===== src/rtl/serial_word_shifter_pkg.sv =====
// Shared definitions for the parallel-to-serial word shifter.
package serial_word_shifter_pkg;

    // Shifter FSM states
    typedef enum logic {
        ST_IDLE  = 1'b0,
        ST_SHIFT = 1'b1
    } state_t;

    // Width of the completed-word counter
    localparam int WC_W = 16;

    // Bit-counter width; kept at least one bit wide so WIDTH=2 still has a usable counter
    function automatic int cnt_width(input int width);
        return (width <= 2) ? 1 : $clog2(width);
    endfunction

endpackage


===== src/rtl/serial_word_shifter_hold_buf.sv =====
// One-entry holding register with a valid flag. A word is written on load and
// released on take; the two never coincide because the writer only loads while empty.
module word_hold_buf
    import serial_word_shifter_pkg::*;
#(
    parameter int WIDTH = 8
) (
    input  logic             clk,
    input  logic             reset,
    input  logic             load,
    input  logic [WIDTH-1:0] load_data,
    input  logic             take,
    output logic [WIDTH-1:0] hold_data,
    output logic             hold_valid
);

    logic [WIDTH-1:0] data_reg;
    logic             valid_reg;

    // Per-bit data capture on load; contents are only meaningful while valid
    generate
        for (genvar gi = 0; gi < WIDTH; gi++) begin : g_data
            always_ff @(posedge clk or posedge reset) begin
                if (reset)
                    data_reg[gi] <= 1'b0;
                else if (load)
                    data_reg[gi] <= load_data[gi];
            end
        end
    endgenerate

    // Valid flag: set by load, cleared by take
    always_ff @(posedge clk or posedge reset) begin
        if (reset)
            valid_reg <= 1'b0;
        else if (load)
            valid_reg <= 1'b1;
        else if (take)
            valid_reg <= 1'b0;
    end

    assign hold_data  = data_reg;
    assign hold_valid = valid_reg;

endmodule


===== src/rtl/serial_word_shifter.sv =====
// Parallel-to-serial front end: accepts WIDTH-bit words over valid/ready and emits
// them one bit per enabled cycle. A one-entry holding buffer lets words stream back
// to back with no idle bit in between.
module serial_word_shifter
    import serial_word_shifter_pkg::*;
#(
    parameter int WIDTH     = 8,
    parameter bit MSB_FIRST = 1'b1,
    parameter bit IDLE_BIT  = 1'b0
) (
    input  logic             clk,
    input  logic             reset,
    input  logic [WIDTH-1:0] in_data,
    input  logic             in_valid,
    output logic             in_ready,
    input  logic             ser_en,
    output logic             ser_bit,
    output logic             ser_valid,
    output logic             ser_first,
    output logic             ser_last,
    output logic             busy,
    output logic [WC_W-1:0]  word_count
);

    localparam int CNT_W = cnt_width(WIDTH);
    localparam logic [CNT_W-1:0] CNT_LAST = CNT_W'(WIDTH - 1);

    state_t            state_reg;
    logic [WIDTH-1:0]  sh_reg;
    logic [WIDTH-1:0]  sh_next;
    logic [CNT_W-1:0]  cnt_reg;
    logic [WC_W-1:0]   word_count_reg;
    logic              cnt_last;
    logic              hold_load;
    logic              hold_take;
    logic [WIDTH-1:0]  hold_data;
    logic              hold_valid;
    logic              out_bit;

    assign cnt_last  = (cnt_reg == CNT_LAST);
    // Ready comes straight from the registered buffer flag, never from in_valid
    assign in_ready  = ~hold_valid;
    assign hold_load = in_valid & ~hold_valid;
    // The buffer drains when idle, or on the last bit of the current word
    assign hold_take = hold_valid & ((state_reg == ST_IDLE) |
                                     ((state_reg == ST_SHIFT) & ser_en & cnt_last));

    word_hold_buf #(
        .WIDTH (WIDTH)
    ) u_hold (
        .clk        (clk),
        .reset      (reset),
        .load       (hold_load),
        .load_data  (in_data),
        .take       (hold_take),
        .hold_data  (hold_data),
        .hold_valid (hold_valid)
    );

    // Shift direction and output tap follow the bit order
    generate
        if (MSB_FIRST) begin : g_msb
            assign sh_next = {sh_reg[WIDTH-2:0], 1'b0};
            assign out_bit = sh_reg[WIDTH-1];
        end else begin : g_lsb
            assign sh_next = {1'b0, sh_reg[WIDTH-1:1]};
            assign out_bit = sh_reg[0];
        end
    endgenerate

    // FSM with shifter, bit counter and completed-word counter; ser_en=0 freezes SHIFT
    always_ff @(posedge clk or posedge reset) begin
        if (reset) begin
            state_reg      <= ST_IDLE;
            sh_reg         <= '0;
            cnt_reg        <= '0;
            word_count_reg <= '0;
        end else begin
            unique case (state_reg)
                ST_IDLE: begin
                    if (hold_valid) begin
                        sh_reg    <= hold_data;
                        cnt_reg   <= '0;
                        state_reg <= ST_SHIFT;
                    end
                end
                ST_SHIFT: begin
                    if (ser_en) begin
                        if (cnt_last) begin
                            word_count_reg <= word_count_reg + 1'b1;
                            cnt_reg        <= '0;
                            if (hold_valid)
                                sh_reg <= hold_data;
                            else
                                state_reg <= ST_IDLE;
                        end else begin
                            sh_reg  <= sh_next;
                            cnt_reg <= cnt_reg + 1'b1;
                        end
                    end
                end
            endcase
        end
    end

    assign ser_valid  = (state_reg == ST_SHIFT) & ser_en;
    assign ser_bit    = (state_reg == ST_IDLE) ? IDLE_BIT : out_bit;
    assign ser_first  = ser_valid & (cnt_reg == '0);
    assign ser_last   = ser_valid & cnt_last;
    assign busy       = (state_reg == ST_SHIFT) | hold_valid;
    assign word_count = word_count_reg;

endmodule


===== config.mk =====
export PLATFORM = sky130hd
export DESIGN_NAME = serial_word_shifter
export DESIGN_NICKNAME = d
export VERILOG_FILES = /design/src/rtl/serial_word_shifter_pkg.sv /design/src/rtl/serial_word_shifter_hold_buf.sv /design/src/rtl/serial_word_shifter.sv
export SDC_FILE = /design/constraint.sdc
export NUM_CORES = 1
export LEC_CHECK = 0
export BUFFER_PORTS_ARGS = -buffer_cell sky130_fd_sc_hd__buf_2
export CAP_MARGIN = 0
export CORE_ASPECT_RATIO = 1.1
export CORE_MARGIN = 3
export CORE_UTILIZATION = 45
export DETAILED_ROUTE_END_ITERATION = 8
export PLACE_DENSITY_LB_ADDON = 0.08
export RECOVER_POWER = 25
export SYNTH_ARGS = -nofsm -noshare
export SYNTH_HDL_FRONTEND = slang
export SYNTH_SLANG_ARGS = --single-unit

===== constraint.sdc =====
create_clock -name clk -period 1.5 [get_ports clk]
set_input_delay 0.075 -clock clk [delete_from_list [all_inputs] [get_ports clk]]
set_output_delay 0.075 -clock clk [all_outputs]
set_load 0.03 [all_outputs]

### Word level (Yosys, flattened, before mapping)

Cells that the tools add are included.

* register bits after elaboration: 37
* input bits: 12
* logic and storage cells: 46

* add/sub/neg operators: 2
* equal/unequal tests: 3
* multiplexer cells: 15
* bitwise operators: 9
* reduce and logical (&&, ||, !) cells: 4

Operators by type and width (number)
* 8-bit two-way mux: 3
* 16-bit by 1-bit adder with 16-bit output (second input constant): 1
* 8-bit one-hot mux with 2 select lines: 1
* 3-bit two-way mux: 3
* 1-bit two-way mux: 6
* 3-bit one-hot mux with 2 select lines: 1
* 1-bit bitwise AND: 5
* 3-bit by 1-bit adder with 3-bit output (second input constant): 1
* 3-bit == test (second input constant): 1
* 3-bit zero test: 1
* 3-bit AND reduction: 1
* 2-bit by 1-bit inequality test with 1-bit output (second input constant): 1
* 2-bit inequality test (second input constant): 1
* 1-bit inverter: 2
* 1-bit OR: 2
* 1-bit one-hot mux with 2 select lines: 1
* 2-bit AND reduction: 1
* 2-bit nonzero test: 1

### Longest topological paths before layout

* depth in word-level cells: 6
* depth in mapped cells: 6
* gate-level depth less buffers: 6

### Modules after synthesis

A second synthesis with hierarchy kept.

* cells, all modules: 138
* area total of the unflattened synthesis: 1709.1 µm²

By module, submodules not included
* serial_word_shifter: instances 1, cells each 117, area an instance 1336.3 µm², sequential area each 700.7 µm²
* word_hold_buf: instances 1, cells each 21, area an instance 372.9 µm², sequential area each 225.2 µm²

### Worst setup path before layout

OpenSTA, ideal clock, no wires.

* path kind: register to register
* start: register cnt_reg[0]
* end: register word_count_reg[1], in the netlist word_count[1]
* arrival time: 1.704 ns
* required time: 1.375 ns
* setup slack: -0.329 ns
* cell stages (with the launch flop): 6
* clock period less this slack: 1.829 ns
* cell sequence: dfrtp_1 -> ha_1 -> ha_1 -> and3_1 -> clkbuf_1 -> mux2_2

* word-level cells in the longest chain between the ends: 2

Ends and longest elaborated chain
* start, declared: RTL line serial_word_shifter.sv:31 `logic [CNT_W-1:0] cnt_reg;`
* start signal, assigned: RTL line serial_word_shifter.sv:98 `cnt_reg <= cnt_reg + 1'b1;`
* 3-bit == test: RTL line serial_word_shifter.sv:40 `assign cnt_last = (cnt_reg == CNT_LAST);`
* 3-bit AND reduction (no line)
* end signal, assigned: RTL line serial_word_shifter.sv:90 `word_count_reg <= word_count_reg + 1'b1;`
* end, declared: RTL line serial_word_shifter.sv:32 `logic [WC_W-1:0] word_count_reg;`

No other way between the ends.
A chain may end at the register's enable or synchronous reset.

### Worst setup path after layout

* start: register cnt_reg[0]
* end: register word_count_reg[12], in the netlist word_count[12]

The elaborated chain is that of the path after synthesis.

==> out/metrics.yaml <==
status: "finished with violations"
violations: "setup timing"
cp_data_required_time_ns: 1.73
total_leakage_power_nw: 1.09
finClkSkew_ns: 0.0122
layout.cells.non_filler: 252
netlist_area_um2: 1710
final.fill_count: 294
maxSlewViolCount: 0
dp_cells: 232
number_of_enable_flip_flop_cells_after_synthesis: 0
cts.root.buffer_cell: "sky130_fd_sc_hd__clkbuf_4"
synth-seq-area-share_pct: 54.0
largest_cells_by_area_after_synthesis: "sky130_fd_sc_hd__dfrtp_1, sky130_fd_sc_hd__mux2_2, sky130_fd_sc_hd__xnor2_1, sky130_fd_sc_hd__o221a_1, sky130_fd_sc_hd__ha_1"
synth_ff_type: "sky130_fd_sc_hd__dfrtp_1"
fmaxAchievable_ghz: 0.651
floorplan.core_area_um2: 3500
cts_inserted_buffers: 5
grt_remaining_overflow: 0
setup-tns-final_ns: -0.0814
detailroute.via_count: 1233
avgSynthCellArea_um2: 11.8
floorplan.die_area_um2: 4590
antenna_left: 0
design.final.nets: 220
cts.htree.levels: 2
die_w_um: 64.8
n_antenna_cell: 0
power_density_nw_per_um2: 1370
port_buffers: 33
synth-warning-count: 0
dp_hpwl_mm: 2.36
area_used_by_multi_input_combinational_logic_um2: 815
netlist-cell-type-count: 36
area_share_of_the_largest_cell_type_after_synthesis_pct: 54.0
max_cap_violations: 0
drc_marker_count_from_the_first_detailed_route_iteration: 33
worst-endpoint-arrival_ns: 1.77
hold_class: "in2reg"
clk_latency_ns: 0.34
fin_area_um2: 2280
hold_viol_final: 0
global_route_total_usage_across_every_layer_pct: 16.9
clkSinkCount: 37
fin_crit_ns: 1.54
finalCoreUtilization_pct: 65.2
synthesis.nets: 162
finalPower_mw: 3.13
peakVddDrop_uv: 920
timing.slew.headroom_pct: 39.5
final.setup.worst_slack_ns: -0.0370
synth_async_sr_flop_share_pct: 100
grt_max_degree: 38
clock_transition_time_at_the_flip_flop_clock_pins_of_the_worst_setup_and_hold_paths_ns: 0.10
final-seq-area_um2: 927
first_global_vias: 1249
critical_path_peak_fanout: 6
grt_first_pass_wirelength_mm: 5.95
tightest_slew_ns: 0.907
largest_reg_flops: 16
yosys.area.top_type: "sky130_fd_sc_hd__dfrtp_1"
critical_path.endpoint_type: "flop"
initial_util_pct: 49.0
finalWeightedCongestion: 0.780
tritoncts: "built"
routed_wl_mm: 3.33
place_worst_setup_slack_ns: -0.0885
drt_wl_cell_um: 13.2
critical_path_class: "reg2reg"
placement.cell_area_um2: 2020
die_h_um: 70.7
synth_cells: 145
antenna_found_initial: 0
drt-vias-per-instance: 4.89
critical_path.startpoint_type: "flop"
flow.area_growth_from_synthesis_pct: 33.0
layout-drive-gt1-share_pct: 39.7
detail_route.drc_violations: 0
cts_max_path_bufs: 2
std_cell_rows: 22
final-setup-viol-count: 4
io-pin-count: 34
final.period_utilization_pct: 102
drt-pass1-iter-count: 4
hold-worst-slack_ns: 0.125
grt_setup_unrepaired: "true"
yosys_register_bits: 37
==> worst max-delay path, stage by stage, from the launching register on <==
cell	delay [ns]
sky130_fd_sc_hd__dfrtp_1	0.37
sky130_fd_sc_hd__ha_2	0.20
sky130_fd_sc_hd__ha_4	0.17
sky130_fd_sc_hd__and4_4	0.23
sky130_fd_sc_hd__and3_4	0.21
sky130_fd_sc_hd__nand3_2	0.10
sky130_fd_sc_hd__xnor2_2	0.15
==> path summary, 6_finish.rpt <==
| kind | from | end | slack [ns] | cells after the start |
|---|---|---|---|---|
| min reg2reg | word_count[15] | word_count[15] | 0.48 | 1 |
| min in group asynchronous | reset | word_count[13] | 0.54 | 4 |
| max reg2reg | cnt_reg[0] | word_count[12] | -0.04 | 6 |
| min | ser_en | cnt_reg[0] | 0.13 | 3 |
| max | cnt_reg[0] | word_count[12] | -0.04 | 6 |
| max in group asynchronous | reset | state_reg | 0.34 | 4 |
==> kinds of logic (layout without fill, tap and decap cells) <==
family / count (synthesis) / count (layout) / synth area share [%]
buffers and inverters: 12 / 71 / 2.99
flip-flops: 37 / 37 / 54.0
AND/OR/NAND/NOR: 52 / 52 / 18.5
multiplexers: 8 / 8 / 5.26
XOR/XNOR: 15 / 15 / 7.66
adder cells (fa/ha/maj): 5 / 5 / 3.65
AO/OA/AOI/OAI: 16 / 16 / 7.88
==> cell type report <==
class                           instances  share of cell area, %
Inverter                                7                   1.15
Tap cell                               48                   2.63
Clock inverter                          1                   1.32
Clock buffer                            7                   2.41
Timing Repair Buffer                   56                   16.1
Sequential cell                        37                   40.7
Multi-Input combinational cell         96                   35.7
==> layer usage <==
layer	GRT usage (%)	vias up	part of all wire, %
met5	0	-	0
met1	21.9	585	47
met4	5.63	0	1.4
met2	26.9	26	48
met3	5.24	7	4.3
li1	-	615	-
==> placed cells by master, fill, tap and decap left out, drive strengths merged, types with 2 or more instances in the layout <==
master       Yosys  routed
nand4            3       3
dfrtp           37      37
nand2           12      12
nand3            7       7
or2              3       3
buf              4      46
o221a            7       7
o21ai            5       5
inv              7       7
and3             5       5
or2b             5       5
nor2b            2       2
nand2b           4       4
nor2             4       4
nor3             3       3
xor2             5       5
ha               5       5
dlygate4sd3      0       9
clkbuf           1       8
mux2             8       8
xnor2           10      10
==> what timing repair did <==
action / in CTS / in global routing
pin swaps: 3 / 4
resized for setup: 13 / 5
setup endpoints to repair: 16 / 22
endpoints found under the hold margin: 45 / 0
setup buffers: 2 / 1
hold buffers: 9 / 0
cloned: 0 / 0
==> cell usage after synthesis (4+ instances only) <==
| master | number |
|---|---|
| sky130_fd_sc_hd__nand3_1 | 7 |
| sky130_fd_sc_hd__nand2b_1 | 4 |
| sky130_fd_sc_hd__inv_1 | 7 |
| sky130_fd_sc_hd__or2b_1 | 5 |
| sky130_fd_sc_hd__ha_1 | 5 |
| sky130_fd_sc_hd__xnor2_1 | 10 |
| sky130_fd_sc_hd__dfrtp_1 | 37 |
| sky130_fd_sc_hd__mux2_2 | 8 |
| sky130_fd_sc_hd__nor2_1 | 4 |
| sky130_fd_sc_hd__nand2_1 | 11 |
| sky130_fd_sc_hd__o21ai_0 | 4 |
| sky130_fd_sc_hd__xor2_1 | 5 |
| sky130_fd_sc_hd__o221a_1 | 7 |
| sky130_fd_sc_hd__and3_1 | 5 |
==> report_power, final <==
group | total (mW) | switching [mW] | internal, mW
clock network | 0.725 | 0.327 | 0.398
logic | 0.948 | 0.461 | 0.487
registers | 1.45 | 0.192 | 1.26
(Power assumes the default switching activity.)
